$ cat src/rtl/swu_pkg.sv
// Shared definitions for the sliding-window asymmetric circular buffer
// (read and write controllers).
//   clog2  : constant-foldable ceil(log2) for parameter derivation
//   occ_t  : occupancy counter type for the default buffer depth
package swu_pkg;

  function automatic int clog2(input int v);
    int r = 0;
    while ((1 << r) < v) r++;
    return r;
  endfunction

  localparam int SWU_SIZEB = 1024;
  localparam int SWU_ADDRW = clog2(SWU_SIZEB);

  // One extra bit so a completely full buffer (occ == SIZEB) is representable.
  typedef logic [SWU_ADDRW:0] occ_t;

endpackage

$ cat src/rtl/swu_out_fifo2.sv
// Two-entry registered output FIFO (shift style: the head is always a
// register, so dout has no combinational path from din).
// Ports:
//   clk, rst_n   clock, async active-low reset
//   clear        sync flush to empty, data to zero
//   push, din    write an element
//   pop          remove the head element
//   dout         head element
//   cnt          occupancy 0..2
module swu_out_fifo2 #(
  parameter int W = 4
) (
  input  logic         clk,
  input  logic         rst_n,
  input  logic         clear,
  input  logic         push,
  input  logic [W-1:0] din,
  input  logic         pop,
  output logic [W-1:0] dout,
  output logic [1:0]   cnt
);

  logic [W-1:0] head, tail;

  assign dout = head;

  always_ff @(posedge clk or negedge rst_n) begin
    if (!rst_n) begin
      head <= '0;
      tail <= '0;
      cnt  <= 2'd0;
    end else if (clear) begin
      head <= '0;
      tail <= '0;
      cnt  <= 2'd0;
    end else begin
      case ({push, pop})
        2'b10: begin
          if (cnt == 2'd0) head <= din;
          else             tail <= din;
          cnt <= cnt + 2'd1;
        end
        2'b01: begin
          // Head advances; with one entry the stale tail is never visible
          // because cnt drops to zero.
          head <= tail;
          cnt  <= cnt - 2'd1;
        end
        2'b11: begin
          if (cnt == 2'd1) head <= din;
          else begin
            head <= tail;
            tail <= din;
          end
        end
        default: ;
      endcase
    end
  end

endmodule

$ cat src/rtl/swu_ram_read_ctrl.sv
// Read-side controller for the sliding-window asymmetric circular buffer.
// Reads RAM port B as a circular FIFO, tracks element occupancy from
// write-commit pulses, returns free-word credits to the writer and hides
// the 1-cycle RAM latency behind a 2-entry output FIFO (AXI-Stream out).
// Ports:
//   ap_clk, ap_rst_n       clock, async active-low reset
//   clear                  sync flush of pointers, counts and output FIFO
//   wr_commit              one port-A word (RATIO elements) committed
//   free_words             port-A words the writer may still commit
//   overflow               sticky: commit attempted with no credit
//   ram_enaB, ram_addrB    RAM port B read request
//   ram_doB                RAM port B data, valid the cycle after ram_enaB
//   out_tdata/tvalid/tready  AXI-Stream output
module swu_ram_read_ctrl
  import swu_pkg::*;
#(
  parameter int WIDTHB     = 4,
  parameter int SIZEB      = SWU_SIZEB,
  parameter int ADDRWIDTHB = clog2(SIZEB),
  parameter int RATIO      = 4
) (
  input  logic                  ap_clk,
  input  logic                  ap_rst_n,
  input  logic                  clear,
  input  logic                  wr_commit,
  output logic [ADDRWIDTHB:0]   free_words,
  output logic                  overflow,
  output logic                  ram_enaB,
  output logic [ADDRWIDTHB-1:0] ram_addrB,
  input  logic [WIDTHB-1:0]     ram_doB,
  output logic [WIDTHB-1:0]     out_tdata,
  output logic                  out_tvalid,
  input  logic                  out_tready
);

  localparam int                  RatioLog2 = clog2(RATIO);
  localparam logic [ADDRWIDTHB:0] SizeB     = (ADDRWIDTHB+1)'(SIZEB);
  localparam logic [ADDRWIDTHB:0] RatioB    = (ADDRWIDTHB+1)'(RATIO);
  localparam logic [ADDRWIDTHB:0] OneB      = (ADDRWIDTHB+1)'(1);

  logic [ADDRWIDTHB:0]   occ, occNext, freeElems;
  logic [ADDRWIDTHB-1:0] rdPtr;
  logic                  inflight, issue, pop, commitOk;
  logic [1:0]            fifoCnt;
  logic [2:0]            pending;

  // Credits are whole port-A words; a partially drained word gives no credit.
  assign freeElems  = SizeB - occ;
  assign free_words = freeElems >> RatioLog2;
  assign commitOk   = wr_commit && (free_words != '0);

  // Elements already claimed on the output side after this cycle's pop.
  // Keeping this below 2 before issuing is what bounds the FIFO at 2.
  assign pop     = out_tvalid && out_tready;
  assign pending = {1'b0, fifoCnt} + {2'b00, inflight} - {2'b00, pop};
  assign issue   = (occ != '0) && (pending < 3'd2);

  assign ram_enaB   = issue;
  assign ram_addrB  = rdPtr;
  assign out_tvalid = (fifoCnt != 2'd0);

  always_comb begin
    occNext = occ;
    if (commitOk) occNext = occNext + RatioB;
    if (issue)    occNext = occNext - OneB;
  end

  always_ff @(posedge ap_clk or negedge ap_rst_n) begin
    if (!ap_rst_n) begin
      occ      <= '0;
      rdPtr    <= '0;
      inflight <= 1'b0;
      overflow <= 1'b0;
    end else if (clear) begin
      occ      <= '0;
      rdPtr    <= '0;
      inflight <= 1'b0;
      overflow <= 1'b0;
    end else begin
      occ      <= occNext;
      inflight <= issue;
      // Natural wrap of the ADDRWIDTHB-bit pointer gives modulo SIZEB.
      if (issue) rdPtr <= rdPtr + ADDRWIDTHB'(1);
      if (wr_commit && (free_words == '0)) overflow <= 1'b1;
    end
  end

  // inflight marks that ram_doB carries the element read last cycle.
  swu_out_fifo2 #(.W(WIDTHB)) uOutFifo (
    .clk   (ap_clk),
    .rst_n (ap_rst_n),
    .clear (clear),
    .push  (inflight),
    .din   (ram_doB),
    .pop   (pop),
    .dout  (out_tdata),
    .cnt   (fifoCnt)
  );

endmodule
$ cat config.mk
export PLATFORM = sky130hd
export DESIGN_NAME = swu_ram_read_ctrl
export DESIGN_NICKNAME = d
export VERILOG_FILES = /design/src/rtl/swu_pkg.sv /design/src/rtl/swu_out_fifo2.sv /design/src/rtl/swu_ram_read_ctrl.sv
export SDC_FILE = /design/constraint.sdc
export NUM_CORES = 1
export LEC_CHECK = 0
export BUFFER_PORTS_ARGS = -buffer_cell sky130_fd_sc_hd__buf_2
export CORE_ASPECT_RATIO = 0.8
export CORE_MARGIN = 5
export CORE_UTILIZATION = 39
export CTS_BUF_LIST = sky130_fd_sc_hd__clkbuf_2 sky130_fd_sc_hd__clkbuf_4 sky130_fd_sc_hd__clkbuf_8
export DETAILED_ROUTE_END_ITERATION = 8
export HOLD_SLACK_MARGIN = 0.02
export PLACE_DENSITY_LB_ADDON = 0.08
export SYNTH_ARGS = -nofsm -noshare
export SYNTH_HDL_FRONTEND = slang
export SYNTH_SLANG_ARGS = --single-unit
$ cat constraint.sdc
create_clock -name ap_clk -period 9.94 [get_ports ap_clk]
set_input_delay 0.994 -clock ap_clk [delete_from_list [all_inputs] [get_ports ap_clk]]
set_output_delay 0.994 -clock ap_clk [all_outputs]
set_load 0.02 [all_outputs]
# Yosys cells after proc, flatten, opt, wreduce, memory -nomap -nowiden
# Cells that the tools add are included.
[word_totals] register_bits=33 in_bits=9 output_inout_bits=28 word_cells=57
[classes] n_addsub=8 order_cmp=1 eq_ne=7 muxes=18 reduce_logical=16
[ops] operator="$mux 11" count=3
[ops] operator="$mux 4" count=6
[ops] operator="$reduce_bool 11->1" count=2
[ops] operator="$mux 10" count=2
[ops] operator="$pmux 4 s3" count=1
[ops] operator="$add 11x3->11 const B" count=1
[ops] operator="$logic_not 11->1" count=1
[ops] operator="$sub 11x1->11 const B" count=1
[ops] operator="$sub 11x11->11 const A" count=1
[ops] operator="$add 10x1->10 const B" count=1
[ops] operator="$pmux 4 s2" count=1
[ops] operator="$ne 3x3->1 const B" count=2
[ops] operator="$reduce_bool 2->1" count=3
[ops] operator="$reduce_bool 3->1" count=2
[ops] operator="$eq 2x1->1 const B" count=2
[ops] operator="$eq 2x2->1 const B" count=2
[ops] operator="$logic_and 1x1->1" count=4
[ops] operator="$pmux 2 s2" count=1
[ops] operator="$reduce_bool 4->1" count=1
[ops] operator="$add 2x1->3" count=1
[ops] operator="$lt 3x2->1 const B" count=1
[ops] operator="$mux 1" count=3
[ops] operator="$ne 3x2->1 const B" count=1
[ops] operator="$reduce_and 3->1" count=1
[ops] operator="other kinds (6)" count=6

# Longest topological paths before layout
# Gate-level depths: netlist of the first run.
[depth] ltp_word=7 mapped_depth=15 depth_no_buf=15

# Cells and area by module
# Synthesis of the first run repeated with hierarchy kept, for this count alone.
[unflattened] cells_unflattened=292 hier_area_um2=2580.0
[by_module_without_submodules] module="swu_ram_read_ctrl" n_inst=1 cells_per_inst=224 area_each_um2=1903.1 seq_area_each_um2=575.6
[by_module_without_submodules] module="swu_out_fifo2" n_inst=1 cells_per_inst=68 area_each_um2=676.9 seq_area_each_um2=250.2

# Least setup slack after synthesis of the first run
# No wires, ideal clock.
[synth_path] path_type="input-to-output" from="input port out_tready" to="output port ram_enaB" arrival_ns=2.674 required_ns=8.946 slack_ns=6.272 cell_stages=8 n_path_buf=0 path_cell_list="nand2_1 > inv_1 > ha_1 > nand2b_1 > fa_1 > xnor2_1 > o311ai_0 > inv_2"
[synth_between] elab_chain_cells=4
[synth_rtl] element="from (decl)" line_no="swu_ram_read_ctrl.sv:33" source="input logic out_tready"
[synth_rtl] element="$logic_and 1x1->1" line_no="swu_ram_read_ctrl.sv:54" source="assign pop = out_tvalid && out_tready;"
[synth_rtl] element="$sub 3x1->3" line_no="swu_ram_read_ctrl.sv:55" source="assign pending = {1'b0, fifoCnt} + {2'b00, inflight} - {2'b00, pop};"
[synth_rtl] element="$lt 3x2->1" line_no="swu_ram_read_ctrl.sv:56" source="assign issue = (occ != '0) && (pending < 3'd2);"
[synth_rtl] element="$logic_and 1x1->1" line_no="swu_ram_read_ctrl.sv:56"
[synth_rtl] element="to (decl)" line_no="swu_ram_read_ctrl.sv:28" source="output logic ram_enaB,"
# Every way passes these cells.

# Final worst setup path of the first run
# Same ends and word-level chain as after synthesis.

==> flow_summary.json, run 1 <==
{
  "clock_skew_ps": 4.50,
  "tns_ps": 0,
  "drt_iter0_markers": 69,
  "cts_hold_buf": 0,
  "first_pass_iters": 6,
  "async_flop_share": 1.00,
  "holdWs_ps": 519,
  "post_drt_wl_per_cell_um": 13.6,
  "ys_seq_area_frac": 0.356,
  "rows": 25,
  "synth_area_leader_cell": "dfrtp_1",
  "n_antenna_cell": 0,
  "fin_nets": 302,
  "vias": 1816,
  "hold_viol": 0,
  "cts.sinks": 33,
  "maxSlewViolCount": 0,
  "grt_pass1_vias": 1713,
  "syn-instance-count": 267,
  "synth.distinct_cells": 49,
  "ios": 37,
  "hold_path_class": "reg -> reg",
  "start_util": 0.397,
  "fmax_mhz": 239,
  "numCtsBuffers": 5,
  "dp_slack_ps": 5750,
  "fp.dieArea_um2": 7600,
  "postCtsSetupBuffers": 0,
  "fin_crit_sh": 0.421,
  "period_minus_slack_ps": 4180,
  "tightest_slew_ps": 1040,
  "cts_tree": "done",
  "drc": 0,
  "synth_ff_type": "dfrtp_1",
  "synth_edf_count": 0,
  "rsz0062_at_grt": "no",
  "antenna_found_initial": 0,
  "ys_warn_count": 0,
  "grt-ovfl-total": 0,
  "peakVddDrop_mv": 0.159,
  "maxCapViolCount": 0,
  "layout-area-overhead-vs-synth_pct": 9.65,
  "crit_path_end_kind": "output port",
  "finalSetupViolations": 0,
  "finalPower_mw": 0.891,
  "required_ps": 8950,
  "die_w_um": 96.2,
  "startpoint_type": "input pin",
  "place_hpwl_mm": 3.63,
  "grtUsageTotal": 0.143,
  "power.density_nw_per_um2": 350,
  "die_h_um": 79.0,
  "post_cts_resized": 0,
  "clockBufferDepth": 2,
  "ctsHtreeMaxLevel": 2,
  "yosys-top-cells-area": "dfrtp_1, xnor2_1, nor2_1",
  "utilization": 0.435,
  "p_leak_nw": 1.18,
  "netlist_top_cells_count": "nor2_1, dfrtp_1, nand2_1, xnor2_1",
  "gp_congestion": 0.784,
  "outcome": "completed",
  "syn_area_um2": 2320,
  "cp.arrival_ps": 3190,
  "yosysTopAreaCellShare": 0.356,
  "routed_via_density": 4.96,
  "synth.most_common_cell": "nor2_1",
  "timing.final.ws_setup_ps": 5760,
  "cts-root-buf": "clkbuf_8",
  "crit_type": "in -> out",
  "grt_first_pass_wirelength_mm": 8.65,
  "ys_ff_latch": 33,
  "port-buffer-count": 34,
  "ant_nets": 0,
  "wirelength_mm": 4.97,
  "cp_max_fo": 10,
  "drive_above_1_share": 0.175,
  "synth_area_per_cell_um2": 8.69,
  "insertion_delay_ps": 280,
  "grt_max_degree": 34,
  "path_clk_slew_ps": 70,
  "relSlewSlack": 0.301,
  "core_area_um2": 5850
}
==> per-stage QoR <==
stage          std cells  instance area, um2
2_1_floorplan        268                2320
3_3_place_gp         358                2450
3_5_place_dp         358                2450
4_1_cts              366                2540
5_1_grt              366                2540
6_report             366                2540
==> metal layers <==
metal,routed length [um],global-route usage
met3,170,0.0313
met2,2140,0.205
met5,0,0
met4,28,0.0298
met1,2620,0.219
==> power by group <==
part	internal [mW]	switching, mW	total [mW]	leakage, nW
combinational	0.219	0.349	0.568	0.679
sequential	0.168	0.0483	0.216	0.449
clock	0.0580	0.0489	0.107	0.0498
total	0.445	0.446	0.891	1.18
==> cells by family after synthesis <==
| group | Yosys count | synth area share |
|---|---|---|
| AND/OR/NAND/NOR | 109 | 0.234 |
| flip-flops | 33 | 0.356 |
| buffers and inverters | 36 | 0.0793 |
| adder cells (fa/ha/maj) | 9 | 0.0518 |
| other | 1 | 0.00162 |
| AO/OA/AOI/OAI | 38 | 0.117 |
| multiplexers | 10 | 0.0432 |
| XOR/XNOR | 31 | 0.117 |
==> cell usage in the layout (no fill, tap or decap), types with 8 or more instances in the layout <==
| cell type | n |
|---|---|
| nor2_1 | 37 |
| ha_1 | 8 |
| a21oi_1 | 12 |
| buf_2 | 34 |
| inv_1 | 9 |
| dfrtp_1 | 33 |
| xnor2_1 | 19 |
| nand2_1 | 23 |
| xor2_1 | 12 |
| mux2i_1 | 10 |
==> final timing paths <==
kind | from | to | slack, ps | cells past startpoint
min in group asynchronous | ap_rst_n | ram_addrB[9]$_DFFE_PN0P_ | 780 | 1
hold / removal | overflow$_DFFE_PN0P_ | overflow$_DFFE_PN0P_ | 520 | 2
max in group asynchronous | ap_rst_n | uOutFifo.tail[1]$_DFFE_PN0P_ | 8680 | 1
setup reg to reg | occ[5]$_DFF_PN0_ | occ[10]$_DFF_PN0_ | 6180 | 9
hold reg to reg | overflow$_DFFE_PN0P_ | overflow$_DFFE_PN0P_ | 520 | 2
setup / recovery | out_tready | ram_enaB | 5760 | 10
==> state kept, by name (all words and copies together) (netlist names) <==
register,count
uOutFifo.cnt,2
uOutFifo.tail,4
overflow,1
ram_addrB,10
uOutFifo.dout,4
occ,11
inflight,1
==> worst max-delay path: stages <==
cell and delay, ps:
buf_2 100, nand2_1 190, inv_1 100, ha_1 270, nand2b_1 150, fa_1 380
xnor2_1 160, o311ai_0 340, inv_2 290, buf_2 200
==> layout make-up <==
type / count / area, um2
timing repair buffer: 34 / 170
fill: 629 / 3310
multi-input combinational: 199 / 1310
sequential: 33 / 826
tap: 81 / 101
inverter: 11 / 41.3
clock buffer: 8 / 91.3
Power figures use the tool's default switching activity.
==> run 2: changes to the inputs <==
- clock period: 9.94 -> 3.6 ns (I/O delays scaled with it)
==> run 2 against run 1 <==
Non-clock buffer count up 11. Largest cell class unchanged. First-iteration DRC count down 5.8%. Critical path type is now reg -> reg. Sequential power rose to 2.5 times the previous value.
==> flow_summary.json, run 2 (same netlist as run 1, synthesis figures left out) <==
{
  "grt_max_degree": 34,
  "peakVddDrop_mv": 0.568,
  "clockBufferDepth": 2,
  "finalSetupViolations": 0,
  "cts_tree": "done",
  "maxCapViolCount": 0,
  "antenna_found_initial": 0,
  "design_area_um2": 2620,
  "p_leak_nw": 1.23,
  "hold_path_class": "in -> async",
  "fillers": 601,
  "fin_nets": 313,
  "switching_share": 0.492,
  "layout-area-overhead-vs-synth_pct": 13.0,
  "drive_above_1_share": 0.206,
  "wirelength_mm": 5.16,
  "grt-ovfl-total": 0,
  "r2r-end": "occ[10]$_DFF_PN0_",
  "vias": 1902,
  "first_pass_iters": 4,
  "regMostFlops": "occ",
  "endpoint": "occ[10]$_DFF_PN0_",
  "fp.dieArea_um2": 7600,
  "fmax_mhz": 299,
  "cts.sinks": 33,
  "path_clk_slew_ps": 70,
  "finalPower_mw": 2.57,
  "relSlewSlack": 0.481,
  "cp.arrival_ps": 3490,
  "clockPowerShare": 0.112,
  "postCtsSetupBuffers": 0,
  "post_drt_wl_per_cell_um": 13.7,
  "routed_via_density": 5.05,
  "core_area_um2": 5850,
  "holdWs_ps": 142,
  "fin_crit_sh": 0.929,
  "cp_max_fo": 4,
  "clock_skew_ps": 5.09,
  "start_util": 0.397,
  "power.density_nw_per_um2": 982,
  "post_cts_resized": 0,
  "crit_path_end_kind": "flip-flop",
  "required_ps": 3750,
  "tns_ps": 0,
  "p_int_mw": 1.31,
  "grt_pass1_vias": 1802,
  "post_dp_cell_area_um2": 2530,
  "reg2reg_slack_ps": 260,
  "reg2reg_from": "occ[7]$_DFF_PN0_",
  "gp_congestion": 0.830,
  "utilization": 0.448,
  "n_antenna_cell": 0,
  "ant_nets": 0,
  "cts_hold_buf": 0,
  "p_sw_mw": 1.27,
  "ctsHtreeMaxLevel": 2,
  "outcome": "completed",
  "die_h_um": 79.0,
  "startpoint": "occ[7]$_DFF_PN0_",
  "cts-root-buf": "clkbuf_8",
  "ios": 37,
  "final_common_cell": "nor2_1",
  "drt_iter0_markers": 65,
  "crit_type": "reg -> reg",
  "grt_first_pass_wirelength_mm": 8.78,
  "die_w_um": 96.2,
  "rows": 25,
  "port-buffer-count": 34,
  "period_minus_slack_ps": 3340,
  "insertion_delay_ps": 290,
  "reg2reg_depth": 9,
  "grtUsageTotal": 0.148,
  "p_comb_frac": 0.675,
  "final_cell_mix": "nor2_1, buf_2, dfrtp_1",
  "largest_reg_flops": 11,
  "p_seq_frac": 0.214,
  "hold_viol": 0,
  "startpoint_type": "flip-flop",
  "rsz0062_at_grt": "no",
  "maxSlewViolCount": 0,
  "numCtsBuffers": 5,
  "tightest_slew_ps": 779,
  "place_hpwl_mm": 3.80,
  "drc": 0
}
-- run 2: layout make-up --
| type | count | area [um2] | area share |
|---|---|---|---|
| clock buffer | 6 | 76.3 | 0.0291 |
| multi-input combinational | 199 | 1310 | 0.501 |
| clock inverter | 2 | 10.0 | 0.00382 |
| tap | 81 | 101 | 0.0387 |
| timing repair buffer | 45 | 253 | 0.0964 |
| inverter | 11 | 41.3 | 0.0158 |
| sequential | 33 | 826 | 0.315 |
-- run 2: per-layer routing --
layer,global-route usage,wire length [um],up-vias
met5,0,0,-
li1,-,-,961
met3,0.0360,285,7
met1,0.219,2650,887
met4,0.0384,52,0
met2,0.214,2170,47
-- run 2: how the worst min path moves through the flow --
| stage | to | cells past startpoint | start |
|---|---|---|---|
| detailed placement | ram_addrB[7]$_DFFE_PN0P_ | 1 | ap_rst_n |
| finish | ram_addrB[5]$_DFFE_PN0P_ | 1 | ap_rst_n |
| global placement | overflow$_DFFE_PN0P_ | 2 | overflow$_DFFE_PN0P_ |
| global route | ram_addrB[9]$_DFFE_PN0P_ | 1 | ap_rst_n |
| CTS | ram_addrB[7]$_DFFE_PN0P_ | 1 | ap_rst_n |
| floorplan | inflight$_DFF_PN0_ | 0 | ap_rst_n |
-- run 2: critical path, cell delays in order, from the launching register on --
cell and delay (ps):
dfrtp_1 380, or4_4 550, or4_1 530, a221o_1 430, o41ai_2 290, mux2i_1 310
nand4_1 250, a211oi_2 270, xnor2_1 140, nor2_1 50
-- run 2: stage by stage --
| stage | worst slack [ps] | cells |
|---|---|---|
| floorplan | 261 | 268 |
| global placement | 298 | 369 |
| detailed placement | 272 | 369 |
| CTS | 258 | 377 |
| global route | 70.0 | 377 |
| finish | 257 | 377 |
-- run 2: power groups by stage --
stage | combinational, mW | sequential (mW) | clock [mW]
after floorplan | 1.41 | 0.567 | 0
after global placement | 1.76 | 0.556 | 0
after detailed placement | 1.75 | 0.559 | 0
after CTS | 1.76 | 0.551 | 0.295
after global routing | 1.95 | 0.567 | 0.312
final | 1.74 | 0.550 | 0.287
